## src/rtl/waveform_analyzer.sv

```systemverilog
// Waveform analyzer: receive side of the function-generator sample stream.
// Detects rising threshold crossings (with hysteresis) and reports period,
// high time, minimum and maximum sample of each completed waveform cycle.
module waveform_analyzer #(
  parameter logic [15:0] HYST = 16'd64
) (
  input  logic        clk,
  input  logic        rst_n,
  input  logic        enable,
  input  logic [15:0] sample,
  input  logic        sample_valid,
  input  logic [15:0] threshold,
  output logic [15:0] period,
  output logic [15:0] high_time,
  output logic [15:0] min_val,
  output logic [15:0] max_val,
  output logic        result_valid,
  output logic        locked,
  output logic        overflow
);

  typedef enum logic [1:0] {
    IDLE = 2'd0,
    ARM  = 2'd1,
    MEAS = 2'd2
  } state_t;

  state_t      state_q, state_d;
  logic        level_q, level_d;
  logic [15:0] cnt_q, cnt_d;
  logic [15:0] hcnt_q, hcnt_d;
  logic [15:0] mn_q, mn_d;
  logic [15:0] mx_q, mx_d;
  logic [15:0] period_q, period_d;
  logic [15:0] high_time_q, high_time_d;
  logic [15:0] min_val_q, min_val_d;
  logic [15:0] max_val_q, max_val_d;
  logic        result_valid_q, result_valid_d;
  logic        locked_q, locked_d;
  logic        overflow_q, overflow_d;

  logic [16:0] hi_sum_s;
  logic [15:0] hi_th_s;
  logic [15:0] lo_th_s;
  logic        rise_s;

  // Saturating hysteresis thresholds and level detector on accepted samples
  always_comb begin
    hi_sum_s = {1'b0, threshold} + {1'b0, HYST};
    if (hi_sum_s[16]) begin
      hi_th_s = 16'hFFFF;
    end else begin
      hi_th_s = hi_sum_s[15:0];
    end
    if (threshold >= HYST) begin
      lo_th_s = threshold - HYST;
    end else begin
      lo_th_s = 16'h0000;
    end
    level_d = level_q;
    if (!sample_valid) begin
      level_d = level_q;
    end else if (!level_q && (sample >= hi_th_s)) begin
      level_d = 1'b1;
    end else if (level_q && (sample < lo_th_s)) begin
      level_d = 1'b0;
    end else begin
      level_d = level_q;
    end
    rise_s = sample_valid & ~level_q & level_d;
  end

  // Measurement FSM: next state, running counters and result registers
  always_comb begin
    state_d        = state_q;
    cnt_d          = cnt_q;
    hcnt_d         = hcnt_q;
    mn_d           = mn_q;
    mx_d           = mx_q;
    period_d       = period_q;
    high_time_d    = high_time_q;
    min_val_d      = min_val_q;
    max_val_d      = max_val_q;
    result_valid_d = 1'b0;
    locked_d       = locked_q;
    overflow_d     = overflow_q;
    case (state_q)
      IDLE: begin
        cnt_d  = 16'h0000;
        hcnt_d = 16'h0000;
        mn_d   = 16'h0000;
        mx_d   = 16'h0000;
        if (enable) begin
          state_d = ARM;
        end else begin
          state_d = IDLE;
        end
      end
      ARM: begin
        if (rise_s) begin
          cnt_d   = 16'd1;
          hcnt_d  = 16'd1;
          mn_d    = sample;
          mx_d    = sample;
          state_d = MEAS;
        end else begin
          state_d = ARM;
        end
      end
      MEAS: begin
        if (rise_s) begin
          // Close the cycle; the rise sample opens the next one as sample 1
          period_d       = cnt_q;
          high_time_d    = hcnt_q;
          min_val_d      = mn_q;
          max_val_d      = mx_q;
          result_valid_d = 1'b1;
          locked_d       = 1'b1;
          overflow_d     = 1'b0;
          cnt_d          = 16'd1;
          hcnt_d         = 16'd1;
          mn_d           = sample;
          mx_d           = sample;
        end else if (sample_valid) begin
          if (cnt_q == 16'hFFFF) begin
            // No crossing within a full counter span: give up and re-arm
            overflow_d = 1'b1;
            locked_d   = 1'b0;
            cnt_d      = 16'h0000;
            hcnt_d     = 16'h0000;
            state_d    = ARM;
          end else begin
            cnt_d = cnt_q + 16'd1;
            if (level_d) begin
              hcnt_d = hcnt_q + 16'd1;
            end else begin
              hcnt_d = hcnt_q;
            end
            if (sample < mn_q) begin
              mn_d = sample;
            end else begin
              mn_d = mn_q;
            end
            if (sample > mx_q) begin
              mx_d = sample;
            end else begin
              mx_d = mx_q;
            end
          end
        end else begin
          state_d = MEAS;
        end
      end
      default: begin
        state_d = IDLE;
      end
    endcase
    // Disable wins over everything, including a coincident rise
    if (!enable) begin
      state_d        = IDLE;
      locked_d       = 1'b0;
      result_valid_d = 1'b0;
      period_d       = period_q;
      high_time_d    = high_time_q;
      min_val_d      = min_val_q;
      max_val_d      = max_val_q;
      overflow_d     = overflow_q;
      cnt_d          = 16'h0000;
      hcnt_d         = 16'h0000;
      mn_d           = 16'h0000;
      mx_d           = 16'h0000;
    end else begin
      state_d = state_d;
    end
  end

  // State and result registers with synchronous active-low reset
  always_ff @(posedge clk) begin
    if (!rst_n) begin
      state_q        <= IDLE;
      level_q        <= 1'b0;
      cnt_q          <= 16'h0000;
      hcnt_q         <= 16'h0000;
      mn_q           <= 16'h0000;
      mx_q           <= 16'h0000;
      period_q       <= 16'h0000;
      high_time_q    <= 16'h0000;
      min_val_q      <= 16'h0000;
      max_val_q      <= 16'h0000;
      result_valid_q <= 1'b0;
      locked_q       <= 1'b0;
      overflow_q     <= 1'b0;
    end else begin
      state_q        <= state_d;
      level_q        <= level_d;
      cnt_q          <= cnt_d;
      hcnt_q         <= hcnt_d;
      mn_q           <= mn_d;
      mx_q           <= mx_d;
      period_q       <= period_d;
      high_time_q    <= high_time_d;
      min_val_q      <= min_val_d;
      max_val_q      <= max_val_d;
      result_valid_q <= result_valid_d;
      locked_q       <= locked_d;
      overflow_q     <= overflow_d;
    end
  end

  assign period       = period_q;
  assign high_time    = high_time_q;
  assign min_val      = min_val_q;
  assign max_val      = max_val_q;
  assign result_valid = result_valid_q;
  assign locked       = locked_q;
  assign overflow     = overflow_q;

endmodule

```

## config.mk

```make
export PLATFORM = sky130hd
export DESIGN_NAME = waveform_analyzer
export DESIGN_NICKNAME = d
export VERILOG_FILES = /design/src/rtl/waveform_analyzer.sv
export SDC_FILE = /design/constraint.sdc
export NUM_CORES = 1
export LEC_CHECK = 0
export CAP_MARGIN = 20
export CORE_ASPECT_RATIO = 0.75
export CORE_MARGIN = 4
export CORE_UTILIZATION = 43
export CTS_CLUSTER_DIAMETER = 60
export DETAILED_ROUTE_END_ITERATION = 10
export HOLD_SLACK_MARGIN = 0.1
export PLACE_DENSITY_LB_ADDON = 0.3
export SETUP_SLACK_MARGIN = 0.02
export SKIP_CTS_REPAIR_TIMING = 1
export SLEW_MARGIN = 20
export SYNTH_ARGS = -nofsm -noshare
export SYNTH_HDL_FRONTEND = slang
export SYNTH_SLANG_ARGS = --single-unit
```

## constraint.sdc

```tcl
create_clock -name clk -period 12.05 [get_ports clk]
set_clock_uncertainty 0.2 [all_clocks]
set_input_delay 2.41 -clock clk [delete_from_list [all_inputs] [get_ports clk]]
set_output_delay 2.41 -clock clk [all_outputs]
set_load 0.02 [all_outputs]
```

* After elaboration in Yosys (flattened, before gate mapping)
Index checks and enable logic that the tools add are counted.
** Cells by class
- Reduce and logical (&&, ||, !) cells :: 17
- Multiplexer cells :: 38
- Magnitude comparators :: 5
- Bitwise operators :: 3
- Equal/unequal tests :: 11
- Add/subtract/negate cells :: 4
** Operators with widths (number)
- $mux 16 :: 19
- $pmux 16 s3 :: 4
- $add 16x1->16 const B :: 2
- $lt 16x16->1 :: 2
- $add 16x7->17 const B :: 1
- $eq 16x16->1 const B :: 1
- $ge 16x16->1 :: 1
- $ge 16x7->1 const B :: 1
- $gt 16x16->1 :: 1
- $sub 16x7->16 const B :: 1
- $ne 3x3->1 const B :: 5
- $reduce_and 3->1 :: 4
- $mux 1 :: 10
- $reduce_and 5->1 :: 2
- $mux 2 :: 4
- $reduce_and 4->1 :: 2
- $pmux 2 s3 :: 1
- $ne 2x2->1 const B :: 2
- $ne 4x4->1 const B :: 1
- $reduce_and 2->1 :: 2
- $reduce_bool 2->1 :: 2
- $reduce_bool 3->1 :: 1
- $and 1x1->1 :: 2
- $eq 2x1->1 const B :: 1
- 5 further kinds :: 6
** Storage, ports and cells
- Word-level logic and storage cells :: 91
- Flip-flop bits (word level) :: 134

* Longest topological paths before layout
Gate-level depths: netlist of the first run.
- Word-level depth :: 12
- Mapped depth :: 17
- Mapped depth without buffers :: 15

* Least setup slack after synthesis of the first run
No wires, ideal clock.
- Kind :: in2reg
- From :: in threshold[6]
- To :: reg hcnt_q[5]
- Setup slack :: 6.040 ns
- Buffers on the path :: 1
- Arrival :: 5.689 ns
- Stages :: 15
- Setup time :: 0.122 ns
- Path through :: inv_1 > ha_1 > nor3b_1 > nand2_1 > or3_1 > nor3_1 > a21oi_1 > ha_1 > nand4_1 > or4_1 > o211a_1 > a21o_1 > a22o_1 > buf_6 > a221o_1
** Between the ends
- Cells in the longest elaborated chain, start to end :: 10
- Elaborated cells on any way between the ends :: 19
** RTL lines
- start: declaration :: line 12 : input logic [15:0] threshold,
- $sub 16x7->16 / $ge 16x7->1 (equally long branches) :: line 56, 55
- $mux 16 :: line 55 : if (threshold >= HYST) begin
- $lt 16x16->1 :: line 65 : end else if (level_q && (sample < lo_th_s)) begin
- $logic_and 1x1->1 :: line 65
- $mux 1 :: line 65
- $mux 1 (*) :: line 63 : end else if (!level_q && (sample >= hi_th_s)) begin
- $mux 1 (*) :: line 61 : if (!sample_valid) begin
- $and 1x1->1 :: line 70 : rise_s = sample_valid & ~level_q & level_d;
- $ne 4x4->1 (no line), or another cell as far along
- $reduce_and 4->1 (no line) / $pmux 16 s3 (equally long branches)
- end signal: assignment :: line 197 : hcnt_q <= hcnt_d;
- end: declaration :: line 31 : logic [15:0] hcnt_q, hcnt_d;
Mark *: on every way between the ends. The rest lies on a longest branch, timed or not.
A chain may end at the register's enable or synchronous reset.

* Worst setup path after layout of the first run
- From :: in threshold[8]
- To :: reg mx_q[10]
** Between the ends
- Cells in the longest elaborated chain, start to end :: 10
- Elaborated cells on any way between the ends :: 20
** RTL lines
- $sub 16x7->16 / $ge 16x7->1 (equally long branches) :: line 56, 55
- $mux 16 :: line 55
- $lt 16x16->1 :: line 65
- $logic_and 1x1->1 :: line 65
- $mux 1 :: line 65
- $mux 1 (*) :: line 63
- $mux 1 (*) :: line 61
- $and 1x1->1 (*) :: line 70
- $ne 3x3->1 (no line), or another cell as far along
- $reduce_and 5->1 (no line) / $pmux 16 s3 (equally long branches)
- end signal: assignment :: line 199 : mx_q <= mx_d;
- end: declaration :: line 33 : logic [15:0] mx_q, mx_d;
Marked as above.

==> results of run 1 <==
-- worst register-to-register path, cell delays in order (launching register included) --
cell and delay, ps:
dfxtp_1 330, inv_1 90, ha_1 300, inv_1 220, nor2_1 180, nor2_1 80
nor2_1 460, a21o_1 560, a22o_1 530, a221o_1 240
-- how the worst max path moves through the flow --
| stage | slack (ps) | depth (start not counted) | from | end |
|---|---|---|---|---|
| floorplan | 6040 | 15 | threshold[6] | hcnt_q[5] |
| global placement | 4170 | 14 | threshold[8] | mn_q[9] |
| detailed placement | 4040 | 14 | threshold[8] | mn_q[4] |
| CTS | 4400 | 14 | threshold[8] | mn_q[4] |
| global route | 3950 | 14 | threshold[8] | mx_q[6] |
| finish | 4390 | 14 | threshold[8] | mx_q[10] |
-- cells by family after synthesis --
logic type / share of synthesized area
compound gates: 0.115
xor+xnor: 0.0210
fa+ha+maj: 0.119
buf+inv: 0.0436
flops: 0.358
mux: 0.134
simple gates: 0.210
-- where the power goes --
group          switching [mW]  internal (mW)  leakage, nW
Combinational          0.0613         0.0436         2.58
Clock                   0.196          0.367        0.315
Sequential            0.00265          0.446         1.08
-- registers in the layout (all words and copies together) (netlist names) --
signal and flops:
result_valid 1, max_val 16, mn_q 16, cnt_q 16
mx_q 16, hcnt_q 16, min_val 16, locked 1
high_time 16, level_q 1, period 16, overflow 1
state_q 2
-- synthesized netlist by cell type (all sizes together) (4+ instances only) --
library cell / count
a211oi: 11
a21o: 10
a21oi: 32
a221o: 13
a31oi: 5
and2: 6
and3: 19
buf: 12
clkbuf: 26
dfxtp: 134
ha: 71
inv: 40
mux2i: 100
nand2: 78
nand2b: 10
nand3: 44
nand4: 15
nor2: 119
nor2b: 5
nor3: 5
nor4: 8
o211ai: 5
o21a: 6
o21ai: 15
o31ai: 5
or3: 4
or4: 5
xnor2: 14
xor2: 4
-- cell type report --
cell class | count | share of cell area
clock buffer | 19 | 0.0465
clock inverter | 13 | 0.0220
inverter | 40 | 0.0164
multi-input combinational | 640 | 0.481
sequential | 134 | 0.288
tap | 236 | 0.0317
timing repair buffer | 107 | 0.114
-- metal layers --
metal | global-route usage | vias to the layer above | wire length, um
met5 | 0 | - | 0
met4 | 0.0403 | 0 | 186
met3 | 0.0436 | 23 | 921
met2 | 0.288 | 145 | 7650
met1 | 0.285 | 2875 | 9770
li1 | - | 3220 | -
-- cell usage in the layout (no fill, tap or decap), drive strengths merged, types with 15 or more instances in the layout --
cell type	netlist	layout
nand3	44	44
dfxtp	134	134
mux2i	100	100
nor2	119	119
nand4	15	15
inv	40	40
ha	71	71
clkbuf	26	19
a21oi	32	32
and3	19	19
clkdlybuf4s50	0	102
o21ai	15	15
nand2	78	78
==> out/metrics.yaml, run 1 <==
status: "finished, final reports clean"
post-route-period-util: 0.635
required_ps: 12190
multiInputGateArea_sq_um: 4480
dr_total_vias: 6263
clk_latency_ps: 420
register_area_sq_um: 2680
fmax_mhz: 131
diodes: 0
drc_errors: 0
timing.rr.start: "state_q[0]"
setup_tns_ps: 0
path_delay_family: "compound AO/OA/AOI/OAI gates"
maxCapViolCount: 0
overflow: 0
dp_hpwl_um: 13600
avgSynthCellArea_sq_um: 8.79
ys_top_cells_by_area: "dfxtp_1 (36%), mux2i_1 (13%), ha_1 (12%)"
fin_crit_ps: 7660
synth_nets: 959
cp_num_buf_inv: 1
cp_slowest_cell: "o31ai_4"
grt_pass1_vias: 6007
grt_start_max_net_pins: 67
synthCells: 852
relSlewSlack: 0.256
yosys_warnings: 0
dpl_cell_area_sq_um: 8660
grt_first_pass_wirelength_um: 30900
path_class: "in2reg"
initial_core_util: 0.441
antenna_found_initial: 0
synth_top_area_frac: 0.358
min_to: "mx_q[14]"
finalSetupViolations: 0
ios: 103
synth_seq_area_share: 0.358
hold_start: "mx_q[14]"
hold_depth: 2
rsz0062_at_grt: "false"
grtUsageTotal: 0.192
cts_buffers: 17
drv_slew: 0
routabilityCongestion: 0.899
core-area_sq_um: 17000
drtIter0Drc: 446
min_path_type: "reg2reg"
via_per_inst: 5.27
placedCellCount: 1156
crit_chain: "clkdlybuf4s50_1 -> and3_1 -> and3_1 -> nand2_1 -> nor2_1 -> or2_2 -> ha_1 -> or3b_1 -> o2111ai_1 -> a31oi_1 -> o211ai_1 -> nand2_1 -> o31ai_4 -> mux2i_1"
async_flop_share: 0
worstReg2RegEnd: "hcnt_q[6]"
setup_slack_ps: 4390
fin_util: 0.549
totalWireLength_um: 18500
io_buffers: 102
die_width_um: 160
r2r_cells: 9
clock-root-buffer: "clkbuf_16"
hold_viol: 0
synth.distinct_cells: 53
cellLeakagePower_nw: 3.98
synth_edf_count: 0
rows: 41
wl_per_cell_um: 15.6
n_fill_cell: 1547
die_y_um: 122
ant_nets: 0
start_kind: "input pin"
path_max_fanout: 16
die-area_sq_um: 19600
powerDensity_nw_per_um2: 120
synth_ff_type: "dfxtp_1"
clock_sinks: 134
end_kind: "flop"
syn_area_sq_um: 7490
pre_cts_ws_ps: 4040
synth-seq-cells: 134
synth_top_area_cell: "dfxtp_1"
cts_buffer_depth: 2
vdd_drop_max_mv: 0.0773
htree_levels: 4
drive_gt1_frac: 0.0462
cts_tree: "done"
fin_nets: 1047
clk_pin_slew_ps: 60
area_growth_pct: 24.4
r2r_slack_ps: 8810
cp.arrival_ps: 7800
firstDrtPassIters: 5
stdcell_count: 1189
worstMarginPinSlew_ps: 1120
slowest_delay_ps: 1020
hold_ws_ps: 276
fin_area_sq_um: 9320
report.power.total_mw: 1.12
(Power assumes the default switching activity.)
==> run 2, diff against run 1 <==
==> constraint.sdc (replaced) <==
create_clock -name clk -period 8 [get_ports clk]
set_clock_uncertainty 0.2 [all_clocks]
set_input_delay 1.6 -clock clk [delete_from_list [all_inputs] [get_ports clk]]
set_output_delay 1.6 -clock clk [all_outputs]
set_load 0.02 [all_outputs]
==> out/metrics.yaml, run 2 (synthesis results as in run 1) <==
p_comb_frac: 0.095
relSlewSlack: 0.293
switching_share: 0.241
path_class: "in2reg"
power_frac_seq: 0.405
die-area_sq_um: 19600
finalSetupViolations: 0
grt_start_max_net_pins: 59
n_fill_cell: 1546
die_y_um: 122
drv_slew: 0
firstDrtPassIters: 6
r2r_cells: 9
die_width_um: 160
fin_nets: 1049
start_kind: "input pin"
vdd_drop_max_mv: 0.133
wl_per_cell_um: 15.6
drc_errors: 0
cts_buffer_depth: 2
hold_viol: 0
antenna_found_initial: 0
fmax_mhz: 163
layout_common_cells: "dfxtp_1 (134), nor2_1 (119), clkdlybuf4s50_1 (102), mux2i_1 (100), nand2_1 (78)"
ios: 103
diodes: 0
cp.arrival_ps: 6280
cellLeakagePower_nw: 3.97
cts_buffers: 17
ant_nets: 0
io_buffers: 102
intPower_mw: 1.26
cts_tree: "done"
register_area_sq_um: 2680
setup_tns_ps: 0
grtUsageTotal: 0.192
dr_total_vias: 6369
initial_core_util: 0.441
drive_gt1_frac: 0.0482
p_clk_frac: 0.500
hold_depth: 2
multiInputGateArea_sq_um: 4480
totalWireLength_um: 18600
powerDensity_nw_per_um2: 179
htree_levels: 4
overflow: 0
post-route-period-util: 0.769
end_kind: "flop"
dp_hpwl_um: 13900
fin_crit_ps: 6150
path_max_fanout: 16
rows: 41
worstMarginPinSlew_ps: 1060
area_growth_pct: 24.4
grt_pass1_vias: 6038
netSwitchingPower_mw: 0.402
core-area_sq_um: 17000
min_path_type: "reg2reg"
grt_first_pass_wirelength_um: 30900
status: "finished, final reports clean"
clock-root-buffer: "clkbuf_16"
maxCapViolCount: 0
fin_util: 0.549
clock_sinks: 134
clk_pin_slew_ps: 60
via_per_inst: 5.35
final_common_cell: "dfxtp_1"
required_ps: 8130
rsz0062_at_grt: "false"
clk_latency_ps: 420
drtIter0Drc: 453
routabilityCongestion: 0.950
-- run 2: changes by cell type in the layout (fill, tap and decap cells not counted), sizes merged --
cell,delta
bufinv,-1
inv,+4
clkinv,-5
buf,+2
clkinvlp,+2
-- run 2: through the flow --
step           hold slack (ps)  std cells  instance area (sq um)  power, mW  worst slack [ps]
2_1_floorplan              251        852                   7490      0.791              2800
3_5_place_dp               271       1158                   8680      0.846              1420
3_3_place_gp               264       1158                   8680      0.843              1620
6_report                   278       1191                   9320       1.67              1850
4_1_cts                    281       1190                   9310       1.68              1840
5_1_grt                    298       1191                   9320       1.73              1570
-- run 2: path summary, 6_finish.rpt --
| check | startpoint | endpoint | slack (ps) |
|---|---|---|---|
| min reg2reg | mn_q[15] | mn_q[15] | 280 |
| max reg2reg | mx_q[11] | mx_q[10] | 4730 |
| min | mn_q[15] | mn_q[15] | 280 |
| max | threshold[8] | mx_q[10] | 1850 |
-- run 2: metal layers --
layer | wire length (um) | up-vias | GRT usage
met3 | 964 | 20 | 0.0423
li1 | - | 3222 | -
met2 | 7900 | 156 | 0.285
met5 | 0 | - | 0
met4 | 207 | 0 | 0.0553
met1 | 9530 | 2971 | 0.280
-- run 2: final cells by class --
cell class                 instances  area share
multi-input combinational        640       0.481
sequential                       134       0.288
timing repair buffer             109       0.116
clock buffer                      19      0.0464
tap                              236      0.0317
clock inverter                    13      0.0211
inverter                          40      0.0161
-- run 2: power groups by stage --
stage	clock [mW]	combinational [mW]	sequential [mW]
2_1_floorplan	0	0.102	0.688
3_3_place_gp	0	0.153	0.690
3_5_place_dp	0	0.156	0.690
4_1_cts	0.850	0.157	0.675
5_1_grt	0.881	0.177	0.675
6_report	0.833	0.158	0.675
-- run 2: worst max-delay path, stage by stage --
cell             delay, ps
clkdlybuf4s50_1        640
and3_1                 240
and3_1                 210
nand2_1                 70
nor2_1                 630
or2_2                  230
ha_1                   210
or3b_1                 380
o2111ai_1              100
a31oi_1                160
o211ai_1               200
buf_4                  230
nand2_1                170
o31ai_4                920
mux2i_1                280
==> run 3, diff against run 2 <==
==> constraint.sdc (replaced) <==
create_clock -name clk -period 5.35 [get_ports clk]
set_clock_uncertainty 0.2 [all_clocks]
set_input_delay 1.07 -clock clk [delete_from_list [all_inputs] [get_ports clk]]
set_output_delay 1.07 -clock clk [all_outputs]
set_load 0.02 [all_outputs]
==> out/metrics.yaml, run 3 (synthesis results as in run 1) <==
diodes: 0
register_area_sq_um: 2680
io_buffers: 102
power_frac_seq: 0.403
intPower_mw: 1.92
cts_tree: "done"
multiInputGateArea_sq_um: 4490
maxCapViolCount: 0
clock_sinks: 134
initial_core_util: 0.441
cts_buffers: 17
die_width_um: 160
required_ps: 5450
grt_first_pass_wirelength_um: 31500
area_growth_pct: 27.5
dr_total_vias: 6472
final_common_cell: "dfxtp_1"
wl_per_cell_um: 15.6
grt_pass1_vias: 6210
fin_crit_ps: 5070
setup_slack_ps: 283
detail_route.wirelength.met1_um: 9890
via_per_inst: 5.33
start_kind: "input pin"
die-area_sq_um: 19600
timing.rr.start: "mx_q[11]"
cts_buffer_depth: 2
fin_util: 0.563
end_kind: "flop"
cp-startpoint: "threshold[6]"
powerDensity_nw_per_um2: 262
fmax_mhz: 197
antenna_found_initial: 0
grt_start_max_net_pins: 67
p_comb_frac: 0.101
core-area_sq_um: 17000
dr_wl_met3_um: 847
fin_nets: 1074
clock-root-buffer: "clkbuf_16"
clk_latency_ps: 410
relSlewSlack: 0.240
dp_hpwl_um: 14100
n_fill_cell: 1533
drc_errors: 0
maxUsedRoutingLayer: "met4"
path_max_fanout: 12
netSwitchingPower_mw: 0.589
rsz0062_at_grt: "false"
drive_gt1_frac: 0.0746
stdcell_count: 1215
ant_nets: 0
path_class: "in2reg"
ios: 103
min_path_type: "reg2reg"
clk_pin_slew_ps: 60
wl_met2_um: 7950
hold_viol: 0
die_y_um: 122
finalSetupViolations: 0
overflow: 0
worstMarginPinSlew_ps: 1140
fin_area_sq_um: 9550
dpl_cell_area_sq_um: 8900
post-route-period-util: 0.947
status: "finished, final reports clean"
routabilityCongestion: 0.931
p_clk_frac: 0.496
vdd_drop_max_mv: 0.207
placedCellCount: 1183
hold_ws_ps: 278
cellLeakagePower_nw: 4.12
rows: 41
pre_cts_ws_ps: -156
htree_levels: 4
totalWireLength_um: 18900
switching_share: 0.235
hold_start: "mx_q[14]"
cp.arrival_ps: 5160
grtUsageTotal: 0.196
firstDrtPassIters: 5
layout_common_cells: "dfxtp_1 (134), nor2_1 (119), clkdlybuf4s50_1 (102), mux2i_1 (100), nand2_1 (77)"
drv_slew: 0
drtIter0Drc: 383
-- run 3: layer usage --
metal	global-route usage	vias to the layer above
met5	0	-
met4	0.0500	0
met3	0.0410	22
met2	0.297	163
met1	0.285	3018
li1	-	3269
-- run 3: critical path, cell delays in order --
cell and delay (ps):
clkdlybuf4s50_1 450, inv_1 110, ha_1 230, nor3b_1 380
nand2_1 150, or3_1 360, nor3_1 150, a21oi_1 70
ha_1 310, nand4_1 130, or4_1 530, o211a_1 260
a21o_1 200, a22o_1 350, a221o_1 400
-- run 3: path summary, 6_finish.rpt --
| kind | slack, ps | cells after the start | to |
|---|---|---|---|
| worst max-delay path | 280 | 15 | hcnt_q[5] |
| worst min-delay path | 280 | 2 | mx_q[14] |
| worst max register to register | 1970 | 9 | mx_q[6] |
| worst min register to register | 280 | 2 | mx_q[14] |
-- run 3: power groups by stage --
stage                     clock network [mW]  registers [mW]  logic [mW]
after floorplan                            0            1.03       0.153
after CTS                               1.26            1.01       0.251
final                                   1.24            1.01       0.253
after detailed placement                   0            1.03       0.249
after global placement                     0            1.03       0.245
after global routing                    1.30            1.01       0.283
-- run 3: final cells by class --
cell class,count,share of cell area
clock buffers,19,0.0474
clock inverters,12,0.0185
inverters,40,0.0160
multi-input cells,640,0.470
flip-flops and latches,134,0.281
well taps,236,0.0309
repair buffers,134,0.137
-- run 3: stage by stage --
| step | setup TNS (ps) | power [mW] |
|---|---|---|
| finish | 0 | 2.51 |
| global route | 0 | 2.59 |
| CTS | 0 | 2.52 |
| detailed placement | -1730 | 1.28 |
| global placement | -123 | 1.28 |
| floorplan | 0 | 1.18 |
